==> config.mk <==
export PLATFORM = sky130hd
export DESIGN_NAME = ysyx_23060208_lsu
export DESIGN_NICKNAME = d
export VERILOG_FILES = /design/src/rtl/ysyx_23060208_lsu.sv
export SDC_FILE = /design/constraint.sdc
export NUM_CORES = 1
export LEC_CHECK = 0
export ABC_AREA = 1
export BUFFER_PORTS_ARGS = -buffer_cell sky130_fd_sc_hd__buf_2
export CELL_PAD_IN_SITES_DETAIL_PLACEMENT = 0
export CELL_PAD_IN_SITES_GLOBAL_PLACEMENT = 1
export CORE_ASPECT_RATIO = 1.5
export CORE_MARGIN = 4
export CORE_UTILIZATION = 32
export DETAILED_ROUTE_END_ITERATION = 16
export GPL_TIMING_DRIVEN = 1
export MAX_ROUTING_LAYER = met4
export PLACE_DENSITY = 0.88
export SLEW_MARGIN = 20
export SYNTH_ARGS = -nofsm -noshare
export SYNTH_HDL_FRONTEND = slang
export SYNTH_SLANG_ARGS = --single-unit
==> constraint.sdc <==
create_clock -name clock -period 4.6 [get_ports clock]
set_input_delay 0.46 -clock clock [delete_from_list [all_inputs] [get_ports clock]]
set_output_delay 0.46 -clock clock [all_outputs]
set_load 0.02 [all_outputs]
==> src/rtl/ysyx_23060208_lsu.sv <==
// Load/store unit: one EXU request at a time, run as a single-beat
// AXI4 read or write with lane steering, strobes and load extension.
//
// Ports:
//   clock, reset          rising-edge clock, async active-high reset
//   req_*                 EXU request (valid/ready, wen, size, unsigned,
//                         addr, wdata, tag)
//   rsp_*                 EXU response (valid/ready, rdata, tag, err)
//   aw*/w*/b*/ar*/r*      AXI4 master, single-beat INCR transfers
module ysyx_23060208_lsu #(
  parameter int          XLEN       = 32,
  parameter int          BUS_WIDTH  = 64,
  parameter int          ADDR_WIDTH = 32,
  parameter int          TAG_WIDTH  = 5,
  parameter logic [3:0]  AXI_ID     = 4'd0
) (
  input  logic                   clock,
  input  logic                   reset,
  input  logic                   req_valid,
  output logic                   req_ready,
  input  logic                   req_wen,
  input  logic [1:0]             req_size,
  input  logic                   req_unsigned,
  input  logic [ADDR_WIDTH-1:0]  req_addr,
  input  logic [XLEN-1:0]        req_wdata,
  input  logic [TAG_WIDTH-1:0]   req_tag,
  output logic                   rsp_valid,
  input  logic                   rsp_ready,
  output logic [XLEN-1:0]        rsp_rdata,
  output logic [TAG_WIDTH-1:0]   rsp_tag,
  output logic [1:0]             rsp_err,
  output logic                   awvalid,
  input  logic                   awready,
  output logic [ADDR_WIDTH-1:0]  awaddr,
  output logic [3:0]             awid,
  output logic [7:0]             awlen,
  output logic [2:0]             awsize,
  output logic [1:0]             awburst,
  output logic                   wvalid,
  input  logic                   wready,
  output logic [BUS_WIDTH-1:0]   wdata,
  output logic [BUS_WIDTH/8-1:0] wstrb,
  output logic                   wlast,
  input  logic                   bvalid,
  output logic                   bready,
  input  logic [1:0]             bresp,
  input  logic [3:0]             bid,
  output logic                   arvalid,
  input  logic                   arready,
  output logic [ADDR_WIDTH-1:0]  araddr,
  output logic [3:0]             arid,
  output logic [7:0]             arlen,
  output logic [2:0]             arsize,
  output logic [1:0]             arburst,
  input  logic                   rvalid,
  output logic                   rready,
  input  logic [BUS_WIDTH-1:0]   rdata,
  input  logic [1:0]             rresp,
  input  logic                   rlast,
  input  logic [3:0]             rid
);

  localparam int STRB_W = BUS_WIDTH / 8;
  localparam int OFF_W  = $clog2(STRB_W);

  localparam logic [1:0] E_OK  = 2'b00;
  localparam logic [1:0] E_MIS = 2'b01;
  localparam logic [1:0] E_BUS = 2'b10;
  localparam logic [1:0] E_ILL = 2'b11;

  typedef enum logic [2:0] {
    S_IDLE, S_AR, S_R, S_AWW, S_B, S_RESP
  } state_t;

  state_t                 state_q, state_d;
  logic                   aw_done_q, aw_done_d;
  logic                   w_done_q, w_done_d;
  logic [1:0]             size_q, size_d;
  logic                   uns_q, uns_d;
  logic [ADDR_WIDTH-1:0]  addr_q, addr_d;
  logic [XLEN-1:0]        wdata_q, wdata_d;
  logic [TAG_WIDTH-1:0]   tag_q, tag_d;
  logic [1:0]             err_q, err_d;
  logic [XLEN-1:0]        rdata_q, rdata_d;

  logic [OFF_W-1:0]       off_q;
  logic [2:0]             amask;
  logic                   misal;
  logic                   illegal;
  logic [BUS_WIDTH-1:0]   rsh;
  logic [63:0]            s64;
  logic [63:0]            e64;
  logic                   sb;
  logic [XLEN-1:0]        ext;
  logic [STRB_W-1:0]      strb_base;
  logic                   unused_in;

  assign off_q = addr_q[OFF_W-1:0];

  // Alignment mask over the low address bits, by access size.
  always_comb begin
    amask = 3'b000;
    unique case (req_size)
      2'd0:    amask = 3'b000;
      2'd1:    amask = 3'b001;
      2'd2:    amask = 3'b011;
      default: amask = 3'b111;
    endcase
  end

  assign misal   = |(req_addr[2:0] & amask);
  assign illegal = (req_size == 2'd3) && (XLEN == 32);

  // Load lane extraction, done at 64 bits then cut to XLEN.
  always_comb begin
    rsh = rdata >> {off_q, 3'b000};
    s64 = 64'(rsh);
    sb  = 1'b0;
    e64 = s64;
    unique case (size_q)
      2'd0: begin
        sb  = !uns_q & s64[7];
        e64 = {{56{sb}}, s64[7:0]};
      end
      2'd1: begin
        sb  = !uns_q & s64[15];
        e64 = {{48{sb}}, s64[15:0]};
      end
      2'd2: begin
        sb  = !uns_q & s64[31];
        e64 = {{32{sb}}, s64[31:0]};
      end
      default: e64 = s64;
    endcase
  end

  assign ext = e64[XLEN-1:0];

  always_comb begin
    strb_base = '0;
    unique case (size_q)
      2'd0:    strb_base = STRB_W'(8'h01);
      2'd1:    strb_base = STRB_W'(8'h03);
      2'd2:    strb_base = STRB_W'(8'h0f);
      default: strb_base = STRB_W'(8'hff);
    endcase
  end

  always_comb begin
    state_d   = state_q;
    aw_done_d = aw_done_q;
    w_done_d  = w_done_q;
    size_d    = size_q;
    uns_d     = uns_q;
    addr_d    = addr_q;
    wdata_d   = wdata_q;
    tag_d     = tag_q;
    err_d     = err_q;
    rdata_d   = rdata_q;
    unique case (state_q)
      S_IDLE: begin
        if (req_valid) begin
          size_d    = req_size;
          uns_d     = req_unsigned;
          addr_d    = req_addr;
          wdata_d   = req_wdata;
          tag_d     = req_tag;
          aw_done_d = 1'b0;
          w_done_d  = 1'b0;
          err_d     = E_OK;
          rdata_d   = '0;
          if (illegal) begin
            err_d   = E_ILL;
            state_d = S_RESP;
          end else if (misal) begin
            err_d   = E_MIS;
            state_d = S_RESP;
          end else if (req_wen) begin
            state_d = S_AWW;
          end else begin
            state_d = S_AR;
          end
        end
      end
      S_AR: begin
        if (arready) state_d = S_R;
      end
      S_R: begin
        if (rvalid) begin
          state_d = S_RESP;
          if (rresp != 2'b00) begin
            err_d   = E_BUS;
            rdata_d = '0;
          end else begin
            rdata_d = ext;
          end
        end
      end
      S_AWW: begin
        // Each channel latches its own handshake; leave once both done.
        aw_done_d = aw_done_q | awready;
        w_done_d  = w_done_q | wready;
        if (aw_done_d && w_done_d) begin
          state_d   = S_B;
          aw_done_d = 1'b0;
          w_done_d  = 1'b0;
        end
      end
      S_B: begin
        if (bvalid) begin
          state_d = S_RESP;
          if (bresp != 2'b00) err_d = E_BUS;
        end
      end
      S_RESP: begin
        if (rsp_ready) state_d = S_IDLE;
      end
      default: state_d = S_IDLE;
    endcase
  end

  always_ff @(posedge clock or posedge reset) begin
    if (reset) begin
      state_q   <= S_IDLE;
      aw_done_q <= 1'b0;
      w_done_q  <= 1'b0;
      size_q    <= '0;
      uns_q     <= 1'b0;
      addr_q    <= '0;
      wdata_q   <= '0;
      tag_q     <= '0;
      err_q     <= '0;
      rdata_q   <= '0;
    end else begin
      state_q   <= state_d;
      aw_done_q <= aw_done_d;
      w_done_q  <= w_done_d;
      size_q    <= size_d;
      uns_q     <= uns_d;
      addr_q    <= addr_d;
      wdata_q   <= wdata_d;
      tag_q     <= tag_d;
      err_q     <= err_d;
      rdata_q   <= rdata_d;
    end
  end

  logic in_ar, in_aww, in_resp;
  assign in_ar   = (state_q == S_AR);
  assign in_aww  = (state_q == S_AWW);
  assign in_resp = (state_q == S_RESP);

  assign req_ready = (state_q == S_IDLE) && !reset;

  assign rsp_valid = in_resp;
  assign rsp_rdata = in_resp ? rdata_q : '0;
  assign rsp_tag   = in_resp ? tag_q : '0;
  assign rsp_err   = in_resp ? err_q : '0;

  assign arvalid = in_ar;
  assign araddr  = in_ar ? addr_q : '0;
  assign arsize  = in_ar ? {1'b0, size_q} : 3'd0;
  assign arlen   = 8'd0;
  assign arburst = 2'b01;
  assign arid    = AXI_ID;
  assign rready  = (state_q == S_R);

  assign awvalid = in_aww && !aw_done_q;
  assign awaddr  = in_aww ? addr_q : '0;
  assign awsize  = in_aww ? {1'b0, size_q} : 3'd0;
  assign awlen   = 8'd0;
  assign awburst = 2'b01;
  assign awid    = AXI_ID;

  assign wvalid = in_aww && !w_done_q;
  assign wdata  = in_aww
                ? (BUS_WIDTH'(wdata_q) << {off_q, 3'b000})
                : '0;
  assign wstrb  = in_aww ? (strb_base << off_q) : '0;
  assign wlast  = in_aww;
  assign bready = (state_q == S_B);

  // Single-beat only: rlast and the returned ids carry no information.
  assign unused_in = ^{rlast, rid, bid, e64};

endmodule

==> metrics.csv <==
metric;value;unit
outcome;finished, final reports clean;
fin_crit_sh;0.774;
r2r-end;rdata_q[27]$_DFFE_PP0P_;
drv_cap;0;
post-route-util;0.404;
yosysSeqAreaShare;0.335;
period_minus_slack;3.56;ns
grt_first_pass_wirelength;51000;um
row_count;71;
postCtsHoldBufs;0;
ys_async_sr_fraction;1.00;
sw_frac_of_total;0.557;
vias;9529;
first_pass_iters;6;
clkLatencyLatePin;0.37;ns
die_h;205;um
io_buffers;336;
p_seq_frac;0.255;
setup-violations-final;0;
fill_cells;2834;
crit_path_start;state_q[0]$_DFFE_PP0P_;
first_global_vias;9207;
cp_max_fo;48;
p_leak;5.92;nW
initial_core_util;0.328;
grt_usage;0.235;
syn_to_final_growth;23.2;%
synth-seq-cells;111;
gr-total-overflow;0;
ff2ff_setup_slack;1.65;ns
cts_setup_buffers;0;
hold_violations;0;
rsz0062_at_grt;false;
htreeDepth;3;
grt_start_max_net_pins;97;
critPathArrivalTime;3.10;ns
ios;376;
nets;1759;
cts_tree;built;
start_kind;flop;
cts.sinks;111;
root_buffer;clkbuf_16;
syn_avg_cell_area;6.26;um^2
drive_above_1_share;0.250;
cts.clk_slew.worst_paths;0.08;ns
p_int;2.79;mW
place_congestion;0.948;
core_area;0.0253;mm^2
synthFlopType;dfrtp_1;
critPathRequiredTime;4.14;ns
drc;0;
antenna_found_initial;4;
route.antenna.remaining_nets;0;
synthCells;1325;
crit_type;reg2out;
worst_hold_path_type;in2async;
r2r_cells;12;
die_w;139;um
cts_buffers;9;
yosys_warnings;0;
slew_headroom;0.317;
finalWirelength;34100;um
max-vdd-ir-drop;0.000312;V
synth_area;0.00830;mm^2
end_kind;output pin;
drt_iter0_markers;629;
slew_viol_final;0;
p_per_area;615;mW/mm^2
fmax;281;MHz
ys_types;31;
cts_resized;0;
routedWlPerCell;17.6;um
clock_skew;0.0115;ns
worstMarginPinSlew;1.02;ns
synth-edff-count;0;
layout_commonest_cell;nand2_1;
share_comb_of_total_power;0.619;
via_per_inst;4.92;
dp_hpwl;25800;um
final_cell_mix;nand2_1, buf_2, nor2_1, inv_1, dfrtp_1;
rr_startpoint;addr_q[0]$_DFFE_PP0P_;
fin_setup_tns;0;ns
clk_path_buf_depth;2;
p_clk_frac;0.126;
power.net_switching;3.50;mW
fp.dieArea;0.0286;mm^2
-- critical path, stage by stage, from the launching register on --
cell and delay, ns:
dfrtp_1 0.52, inv_1 0.16, nor2_4 0.14, inv_2 0.32, nor2_2 0.68, inv_2 0.33
o21ai_0 0.31, buf_2 0.22
-- cell families (layout without fill, tap and decap cells) --
group | after synthesis | after routing | synth area share
AOI/OAI and AO/OA | 206 | 206 | 0.131
buffers and inverters | 271 | 523 | 0.157
DFF | 111 | 111 | 0.335
muxes | 16 | 16 | 0.0217
other | 2 | 34 | 0.000905
and+or+nand+nor | 719 | 719 | 0.355
-- power by group through the flow --
| stage | Sequential [mW] | Combinational, mW | Clock (mW) |
|---|---|---|---|
| after floorplan | 1.46 | 2.88 | 0 |
| after global placement | 1.61 | 3.87 | 0 |
| after detailed placement | 1.62 | 3.90 | 0 |
| after CTS | 1.60 | 3.92 | 0.824 |
| after global routing | 1.64 | 4.32 | 0.857 |
| final | 1.60 | 3.89 | 0.793 |
-- state kept, by name, summed over array words and instances, names as in the netlist --
name / count
wdata_q: 32
tag_q: 5
w_done_q: 1
addr_q: 32
rdata_q: 32
uns_q: 1
err_q: 2
aw_done_q: 1
state_q: 3
size_q: 2
-- synth_stat cells, types with 2 or more instances --
library cell / n / area (um^2)
a21oi_1: 95 / 475
a22oi_1: 2 / 15.0
a31oi_1: 7 / 43.8
buf_2: 39 / 195
buf_4: 40 / 300
buf_6: 11 / 124
clkbuf_1: 23 / 86.3
clkinv_1: 3 / 11.3
conb_1: 2 / 7.51
dfrtp_1: 111 / 2780
inv_1: 148 / 556
inv_2: 7 / 26.3
mux2_1: 5 / 56.3
mux2_2: 11 / 124
nand2_1: 356 / 1340
nand2_2: 2 / 12.5
nand3_1: 102 / 510
nand3_4: 2 / 35.0
nand3b_1: 2 / 15.0
nand4_1: 12 / 75.1
nor2_1: 229 / 860
nor2_2: 7 / 43.8
nor2_4: 3 / 33.8
nor3_1: 3 / 15.0
o211ai_1: 13 / 97.6
o21ai_0: 81 / 405
o21ai_1: 4 / 20.0
o22ai_1: 2 / 12.5
-- per-stage QoR --
stage | total power [mW] | setup slack (ns) | instance area (um^2) | instances | hold slack [ns]
4_1_cts | 6.34 | 1.04 | 10200 | 1933 | 0.0944
6_report | 6.29 | 1.04 | 10200 | 1937 | 0.103
5_1_grt | 6.82 | 0.856 | 10200 | 1937 | 0.120
3_5_place_dp | 5.52 | 1.44 | 9920 | 1917 | 0.463
2_1_floorplan | 4.35 | 1.21 | 8400 | 1353 | 0.442
3_3_place_gp | 5.48 | 1.47 | 9920 | 1917 | 0.460
-- final cells by class --
type / count / area, um^2 / area share
inverters: 158 / 596 / 0.0583
well taps: 328 / 410 / 0.0401
multi-input cells: 971 / 4340 / 0.425
repair buffers: 349 / 1790 / 0.175
clock inverters: 6 / 61.3 / 0.00600
flip-flops and latches: 111 / 2780 / 0.272
clock buffers: 10 / 229 / 0.0224
diodes: 4 / 10.0 / 0.000979
-- worst max path at each step --
stage	to	cells past startpoint
floorplan	addr_q[0]$_DFFE_PP0P_	1
global placement	wdata[50]	7
detailed placement	wdata[50]	7
CTS	wdata[50]	7
global route	wdata[52]	7
finish	wdata[50]	7
-- per-layer routing --
layer,GRT usage,vias to the layer above,wire length [um]
met3,0.0358,78,2180
met4,0.139,0,1970
li1,-,4645,-
met1,0.246,4368,12200
met2,0.419,438,17700
met5,-,-,0
Note: power is estimated with default switching activity, not from simulation.
